$ cat config.mk
export PLATFORM = sky130hd
export DESIGN_NAME = op_fifo_engine_flat
export DESIGN_NICKNAME = d
export VERILOG_FILES = /design/src/rtl/op_fifo_engine_if.sv /design/src/rtl/op_fifo_engine.sv /design/src/flat_wrapper.sv
export SDC_FILE = /design/constraint.sdc
export NUM_CORES = 1
export LEC_CHECK = 0
export BUFFER_PORTS_ARGS = -buffer_cell sky130_fd_sc_hd__buf_2
export CAP_MARGIN = 20
export CELL_PAD_IN_SITES_DETAIL_PLACEMENT = 0
export CELL_PAD_IN_SITES_GLOBAL_PLACEMENT = 1
export CORE_ASPECT_RATIO = 0.9
export CORE_MARGIN = 2
export CORE_UTILIZATION = 45
export CTS_CLUSTER_DIAMETER = 120
export CTS_CLUSTER_SIZE = 28
export DETAILED_ROUTE_END_ITERATION = 10
export PLACE_DENSITY = 0.72
export SYNTH_ARGS = -nofsm -noshare
export SYNTH_HDL_FRONTEND = slang
export SYNTH_SLANG_ARGS = --single-unit
$ cat constraint.sdc
create_clock -name CLK -period 3.1 [get_ports CLK]
set_input_delay 0.155 -clock CLK [delete_from_list [all_inputs] [get_ports CLK]]
set_output_delay 0.155 -clock CLK [all_outputs]
set_load 0.05 [all_outputs]
$ cat src/rtl/op_fifo_engine_if.sv
// Register-mapped access bus for op_fifo_engine: one write port and one read port,
// each with its own address, strobe and ready.
interface op_fifo_engine_if #(
  parameter int DATA_W = 8
);
  // Handshake: a write (read) transfers on a rising edge where write_en && write_rdy
  // (read_en && read_rdy). Ready depends only on the address and registered state,
  // never on the strobe. read_data is registered and holds until the next accepted read.
  logic [2:0]        write_address;
  logic [DATA_W-1:0] write_data;
  logic              write_en;
  logic              write_rdy;
  logic [2:0]        read_address;
  logic              read_en;
  logic [DATA_W-1:0] read_data;
  logic              read_rdy;

  modport master (
    output write_address, write_data, write_en, read_address, read_en,
    input  write_rdy, read_data, read_rdy
  );

  modport slave (
    input  write_address, write_data, write_en, read_address, read_en,
    output write_rdy, read_data, read_rdy
  );
endinterface

$ cat src/rtl/op_fifo_engine.sv
// Two-operand engine: operand FIFOs A/B feed a mode-selected op into result FIFO Y.
// Define OP_FIFO_ENGINE_ERR_EN to add the sticky protocol-error register at read address 7.
module op_fifo_engine #(
  parameter int DATA_W = 8,
  parameter int DEPTH  = 4
) (
  input logic            CLK,
  input logic            RST_N,
  op_fifo_engine_if.slave bus
);
  localparam int PW = $clog2(DEPTH);
  localparam int CW = PW + 1;

  logic [DATA_W-1:0] a_mem [DEPTH];
  logic [DATA_W-1:0] b_mem [DEPTH];
  logic [DATA_W-1:0] y_mem [DEPTH];
  logic [PW-1:0]     a_wp, a_rp, b_wp, b_rp, y_wp, y_rp;
  logic [CW-1:0]     a_cnt, b_cnt, y_cnt;
  logic [1:0]        mode;
  logic [1:0]        err_q;
  logic [DATA_W-1:0] rd_mux, y_val;

  logic a_full, b_full, y_full, a_empty, b_empty, y_empty;
  logic wr_acc, rd_acc, a_push, b_push, y_pop, fire;

  // Flags come from start-of-cycle counts only, so same-cycle pops never free a slot early.
  assign a_full  = (a_cnt == CW'(DEPTH));
  assign b_full  = (b_cnt == CW'(DEPTH));
  assign y_full  = (y_cnt == CW'(DEPTH));
  assign a_empty = (a_cnt == '0);
  assign b_empty = (b_cnt == '0);
  assign y_empty = (y_cnt == '0);

  assign bus.write_rdy = RST_N && !((bus.write_address == 3'd4 && a_full) ||
                                    (bus.write_address == 3'd5 && b_full));
  assign bus.read_rdy  = RST_N && !(bus.read_address == 3'd3 && y_empty);

  assign wr_acc = bus.write_en && bus.write_rdy;
  assign rd_acc = bus.read_en && bus.read_rdy;
  assign a_push = wr_acc && (bus.write_address == 3'd4);
  assign b_push = wr_acc && (bus.write_address == 3'd5);
  assign y_pop  = rd_acc && (bus.read_address == 3'd3);
  assign fire   = !a_empty && !b_empty && !y_full;

  always_comb begin
    y_val = '0;
    case (mode)
      2'd0: y_val = a_mem[a_rp] | b_mem[b_rp];
      2'd1: y_val = a_mem[a_rp] & b_mem[b_rp];
      2'd2: y_val = a_mem[a_rp] ^ b_mem[b_rp];
      default: y_val = a_mem[a_rp] + b_mem[b_rp];
    endcase
  end

  always_comb begin
    rd_mux = '0;
    case (bus.read_address)
      3'd0: rd_mux[0] = !a_full;
      3'd1: rd_mux[0] = !b_full;
      3'd2: rd_mux[0] = !y_empty;
      3'd3: rd_mux = y_mem[y_rp];
      3'd6: rd_mux[1:0] = mode;
      3'd7: rd_mux[1:0] = err_q;
      default: rd_mux = '0;
    endcase
  end

  // Storage carries no reset; counts and pointers alone define what is valid.
  always_ff @(posedge CLK) begin
    if (a_push) a_mem[a_wp] <= bus.write_data;
    if (b_push) b_mem[b_wp] <= bus.write_data;
    if (fire)   y_mem[y_wp] <= y_val;
  end

  always_ff @(posedge CLK) begin
    if (!RST_N) begin
      a_wp <= '0; a_rp <= '0; a_cnt <= '0;
      b_wp <= '0; b_rp <= '0; b_cnt <= '0;
      y_wp <= '0; y_rp <= '0; y_cnt <= '0;
      mode <= 2'd0;
      bus.read_data <= '0;
    end else begin
      if (a_push) a_wp <= a_wp + PW'(1);
      if (b_push) b_wp <= b_wp + PW'(1);
      if (fire) begin
        a_rp <= a_rp + PW'(1);
        b_rp <= b_rp + PW'(1);
        y_wp <= y_wp + PW'(1);
      end
      if (y_pop) y_rp <= y_rp + PW'(1);
      case ({a_push, fire})
        2'b10:   a_cnt <= a_cnt + CW'(1);
        2'b01:   a_cnt <= a_cnt - CW'(1);
        default: a_cnt <= a_cnt;
      endcase
      case ({b_push, fire})
        2'b10:   b_cnt <= b_cnt + CW'(1);
        2'b01:   b_cnt <= b_cnt - CW'(1);
        default: b_cnt <= b_cnt;
      endcase
      case ({fire, y_pop})
        2'b10:   y_cnt <= y_cnt + CW'(1);
        2'b01:   y_cnt <= y_cnt - CW'(1);
        default: y_cnt <= y_cnt;
      endcase
      if (wr_acc && bus.write_address == 3'd6) mode <= bus.write_data[1:0];
      if (rd_acc) bus.read_data <= rd_mux;
    end
  end

`ifdef OP_FIFO_ENGINE_ERR_EN
  logic [1:0] err_new;
  assign err_new = {bus.read_en && !bus.read_rdy, bus.write_en && !bus.write_rdy};

  // Read-to-clear drops old bits but keeps anything raised on the clearing edge.
  always_ff @(posedge CLK) begin
    if (!RST_N)
      err_q <= 2'b00;
    else if (rd_acc && bus.read_address == 3'd7)
      err_q <= err_new;
    else
      err_q <= err_q | err_new;
  end
`else
  assign err_q = 2'b00;
`endif

endmodule

$ cat src/flat_wrapper.sv
// flat-port wrapper written by rule: the top's interface ports become plain ports
module op_fifo_engine_flat 
#(
  parameter int DATA_W = 8,
  parameter int DEPTH  = 4
)
  (CLK, RST_N, bus_write_address, bus_write_data, bus_write_en, bus_read_address, bus_read_en, bus_write_rdy, bus_read_data, bus_read_rdy);
  op_fifo_engine_if #(.DATA_W(DATA_W)) bus_i ();
  input logic CLK;
  input logic RST_N;
  input wire logic [$bits(bus_i.write_address)-1:0] bus_write_address;
  input wire logic [$bits(bus_i.write_data)-1:0] bus_write_data;
  input wire logic [$bits(bus_i.write_en)-1:0] bus_write_en;
  input wire logic [$bits(bus_i.read_address)-1:0] bus_read_address;
  input wire logic [$bits(bus_i.read_en)-1:0] bus_read_en;
  output wire logic [$bits(bus_i.write_rdy)-1:0] bus_write_rdy;
  output wire logic [$bits(bus_i.read_data)-1:0] bus_read_data;
  output wire logic [$bits(bus_i.read_rdy)-1:0] bus_read_rdy;
  assign bus_i.write_address = bus_write_address;
  assign bus_i.write_data = bus_write_data;
  assign bus_i.write_en = bus_write_en;
  assign bus_i.read_address = bus_read_address;
  assign bus_i.read_en = bus_read_en;
  assign bus_write_rdy = bus_i.write_rdy;
  assign bus_read_data = bus_i.read_data;
  assign bus_read_rdy = bus_i.read_rdy;
  op_fifo_engine #(.DATA_W(DATA_W), .DEPTH(DEPTH)) u_core (.CLK(CLK), .RST_N(RST_N), .bus(bus_i));
endmodule
Word level (Yosys, flattened, before mapping)
Memory sizes are Yosys's and may differ from the RTL's. A register that Yosys moved wholly into a read port is not among the register bits.
Cells that the tools add are included.
- shifts and indexed selects: 0
- muxes and demuxes: 19
- reduce and logical (&&, ||, !) cells: 30
- divide/modulo/power cells: 0
- magnitude comparators: 0
- add/sub/neg operators: 13
- bitwise gates (word level): 3
- equality and inequality tests: 18
- $mul: 0
- operators with widths (kind ; count):
    8-bit one-hot mux with 3 select lines ; 1
    3-bit == test, second input constant ; 7
    3-bit one-hot mux with 2 select lines ; 3
    1-bit logical AND ; 13
    2-bit by 1-bit adder with 2-bit output, second input constant ; 6
    3-bit logical NOT ; 4
    2-bit 2-to-1 mux ; 6
    3-bit by 1-bit adder with 3-bit output, second input constant ; 3
    3-bit by 1-bit subtractor with 3-bit output, second input constant ; 3
    8-bit adder ; 1
    8-bit AND ; 1
    2-bit by 1-bit == test with 1-bit output, second input constant ; 4
    2-bit == test, second input constant ; 4
    1-bit logical NOT ; 8
    8-bit OR ; 1
    8-bit XOR ; 1
    3-bit by 2-bit == test with 1-bit output, second input constant ; 2
    1-bit 2-to-1 mux ; 6
    6-bit 2-to-1 mux ; 1
    2-bit nonzero test ; 3
    1-bit one-hot mux with 5 select lines ; 1
    3-bit by 1-bit == test with 1-bit output, second input constant ; 1
    2-bit logical NOT ; 1
    1-bit one-hot mux with 2 select lines ; 1
    1-bit logical OR ; 1
- memory bits (writable): 96
- memory bits (read-only): 0
- memories: 3
- latch bits: 0
- output and inout port bits: 10
- register bits after elaboration: 31
- bits of input ports: 18
- logic and storage cells: 97
- memories (memory ; words ; width ; read ports ; clocked after Yosys merged registers in ; write ports ; RTL line ; RTL):
    u_core.a_mem ; 4 ; 8 ; 1 ; 1 ; 1 ; op_fifo_engine.sv:14 ; logic [DATA_W-1:0] a_mem [DEPTH];
    u_core.b_mem ; 4 ; 8 ; 1 ; 1 ; 1 ; op_fifo_engine.sv:15 ; logic [DATA_W-1:0] b_mem [DEPTH];
    u_core.y_mem ; 4 ; 8 ; 1 ; 1 ; 1 ; op_fifo_engine.sv:16 ; logic [DATA_W-1:0] y_mem [DEPTH];

Logic depth before layout (Yosys ltp)
- depth after elaboration: 9
- depth in mapped cells: 9
- gate-level depth less buffers: 9

Worst setup path after synthesis
OpenSTA, ideal clock, no wires.
- path type: register to register
- start: register with a tool-made name
- end: memory u_core.y_mem[0][6] (data pin)
- setup time: 0.280 ns
- path slack: 0.480 ns
- path buffers: 1
- arrival time: 2.340 ns
- data required time: 2.820 ns
- cell stages (with the launch flop): 9
- clock period less this slack: 2.620 ns
- cell sequence: dfxtp_1 -> buf_2 -> mux4_2 -> ha_1 -> fa_1 -> a21o_1 -> a211oi_1 -> or4_1 -> nand3b_1
- RTL lines (item ; RTL line):
    end, declared ; op_fifo_engine.sv:16

==> summary.txt <==
Global route overflow = 0
Die ar. = 14510 um^2
Vias in the first global route = 3459
Setup TNS = 0 ns
Die Y = 114.5 um
CTS tree = yes
Final setup violation count = 0
Pwr/cell area = 579.9 nW/um^2
Seq cells post-synth = 133
Placement Setup Slack = 0.3639 ns
Area delta synth->final = 15.85%
Largest net degree at the start of global routing = 22
Status = finished clean
Max Clock Freq = 367.7 MHz
CTS Sinks = 133
Core ar. = 13310 um^2
Worst-path clk slew = 0.06 ns
Clock tree buffer depth = 2
Worst hold path class = input pin to flop
Synthesized Nets = 476
Hold path depth = 1
# rows = 40
Yosys cell types = 51
Fraction of the mapped netlist area in simple logic gates = 10.44%
Clk_lat worst skew = 0.42 ns
Setup WS post-layout = 0.3805 ns
Syn Inst Count = 423
Sequential share of the synthesized area = 59.38%
Per-cell routed wire length = 15.48 um
# Max-Cap Violations = 0
Period utilisation layout = 87.73%
Post-synthesis mux area share = 10.95%
CP arrival = 2.90 ns
IO Pins = 28
Commonest cells after routing, fill and taps aside = 96 x edfxtp_1, 42 x inv_1, 37 x dfxtp_1, 31 x ha_1, 30 x and2_1
DRT Pass-1 Iters = 4
DRC viols = 0
EDFF count, synth = 96
Routed wire length = 9955 um
Synth Flop Type = edfxtp_1
Final Hold Viols = 0
Remaining antenna violation count = 0
VDD IR max = 0.4416 mV
Most common cell after layout, fill and taps aside = edfxtp_1
Min Tclk post-route = 2.720 ns
Synthesized-area fraction occupied by adder cells = 7.669%
HPWL Detailed = 7203 um
Initial DRC count = 159
RSZ-0062 raised after global routing = no
GRT Overall Usage = 15.48%
P_leak = 2.494 nW
Antenna violations before repair = 0
Vias = 3323
Vias per cell = 5.168
Ys async rst share = 0%
Synth Area in Compound Gates = 5.700%
Setup crit start kind = flop
Post-Syn Area = 6102 um^2
Crit path kind = flop to flop
XOR/XNOR Fraction of Synth Area = 2.296%
Net count, final = 516
Max-slew violation count = 0
Req. time, crit path = 3.28 ns
Critical Path Sink Type = flop
Critical path fanouts, max = 7
CTS root buffer = clkbuf_16
First-pass GRT wire length = 17090 um
Port bufs = 27
Cts bufs inserted = 17
Worst clock skew = 0.007842 ns
Syn_area_per_cell = 14.43 um^2
Worst R2R Path Depth = 7
Yosys warning count = 0
WHS = 0.01944 ns
H-tree Lvls = 4
Placer Congestion = 0.8003
Ant. Diodes = 0
Combinational family with the most area after synthesis = multiplexers
Starting Density = 45.84%
# Post-CTS Setup Buffers = 0
Worst Tran Pin Value = 0.6571 ns
DIE WIDTH = 126.7 um
Worst slew margin = 55.85%
Share of cells above drive strength 1 = 20.84%
flip-flops by register name (all words and copies together), names as in the netlist, 3 cells and up, named ones only:
| register | flops |
|---|---|
| u_core.bus.read_data | 8 |
| u_core.a_mem | 32 |
| u_core.b_cnt | 3 |
| u_core.a_cnt | 3 |
| u_core.b_mem | 32 |
| u_core.y_cnt | 3 |
| u_core.y_mem | 32 |
area by class of cell:
class | count | area, um^2
sequential | 133 | 3623
multi-input combinational | 234 | 2261
clock inverter | 14 | 197.7
tap | 168 | 210.2
clock buffer | 17 | 425.4
inverter | 43 | 161.4
fill | 1097 | 6243
timing repair buffer | 34 | 190.2
per-layer routing:
metal	routed length (um)	global-route usage, %	part of all wire [%]	vias to the layer above
met5	0	0	0	-
met4	184	7.106	1.8	0
met3	320	4.206	3.2	15
met2	4835	25.33	49	49
met1	4614	19.45	46	1623
li1	-	-	-	1636
where the power goes:
| part | internal, mW | total [mW] | switching, mW |
|---|---|---|---|
| logic | 0.0359 | 0.101 | 0.0648 |
| registers | 1.91 | 1.91 | 0.00335 |
| clock network | 1.35 | 2.09 | 0.742 |
cells in the mapped netlist (all sizes together), types with 8 or more instances:
| master | instances | area, um^2 |
|---|---|---|
| nor2b | 13 | 81.33 |
| inv | 42 | 157.7 |
| clkbuf | 8 | 31.28 |
| dfxtp | 37 | 740.7 |
| mux4 | 27 | 608.1 |
| nand2 | 15 | 56.30 |
| and2 | 30 | 187.7 |
| nor3 | 9 | 61.31 |
| o21ai | 17 | 96.35 |
| xor2 | 9 | 78.83 |
| ha | 31 | 387.9 |
| edfxtp | 96 | 2883 |
kinds of logic (layout without fill, tap and decap cells):
group | Yosys count | after routing
simple gates | 98 | 98
buf+inv | 56 | 108
compound gates | 52 | 52
flops | 133 | 133
xor+xnor | 16 | 16
fa+ha+maj | 35 | 35
mux | 33 | 33
worst max-delay path, cell delays in order (launching register included):
cell     delay [ns]
dfxtp_1        0.39
buf_4          0.20
mux4_2         0.54
ha_1           0.29
nor4_1         0.29
o21ai_0        0.18
and4_1         0.23
nor3_1         0.36
through the flow:
stage | util, % | cells | power (mW) | area [um^2]
after detailed placement | 48.35 | 611 | 2.047 | 6436
after global routing | 53.10 | 643 | 4.227 | 7069
after CTS | 53.10 | 643 | 4.142 | 7069
after global placement | 48.35 | 611 | 2.044 | 6436
final | 53.10 | 643 | 4.100 | 7069
after floorplan | - | 423 | 2.005 | 6102
final timing paths:
kind | startpoint | endpoint | slack (ns)
max | flop | u_core.y_mem[1][7]$_DFFE_PP_ | 0.38
min | bus_write_data[5] | u_core.a_mem[0][5]$_DFFE_PP_ | 0.02
max reg2reg | flop | u_core.y_mem[1][7]$_DFFE_PP_ | 0.38
min reg2reg | u_core.bus.read_data[1]$_SDFFE_PN0N_ | u_core.bus.read_data[1]$_SDFFE_PN0N_ | 0.49
timing repair:
item                      4_1_cts  5_1_grt
hold buffers                    1        0
resized for setup               0        0
hold endpoints to repair        1        0
Note: power is estimated with default switching activity, not from simulation.
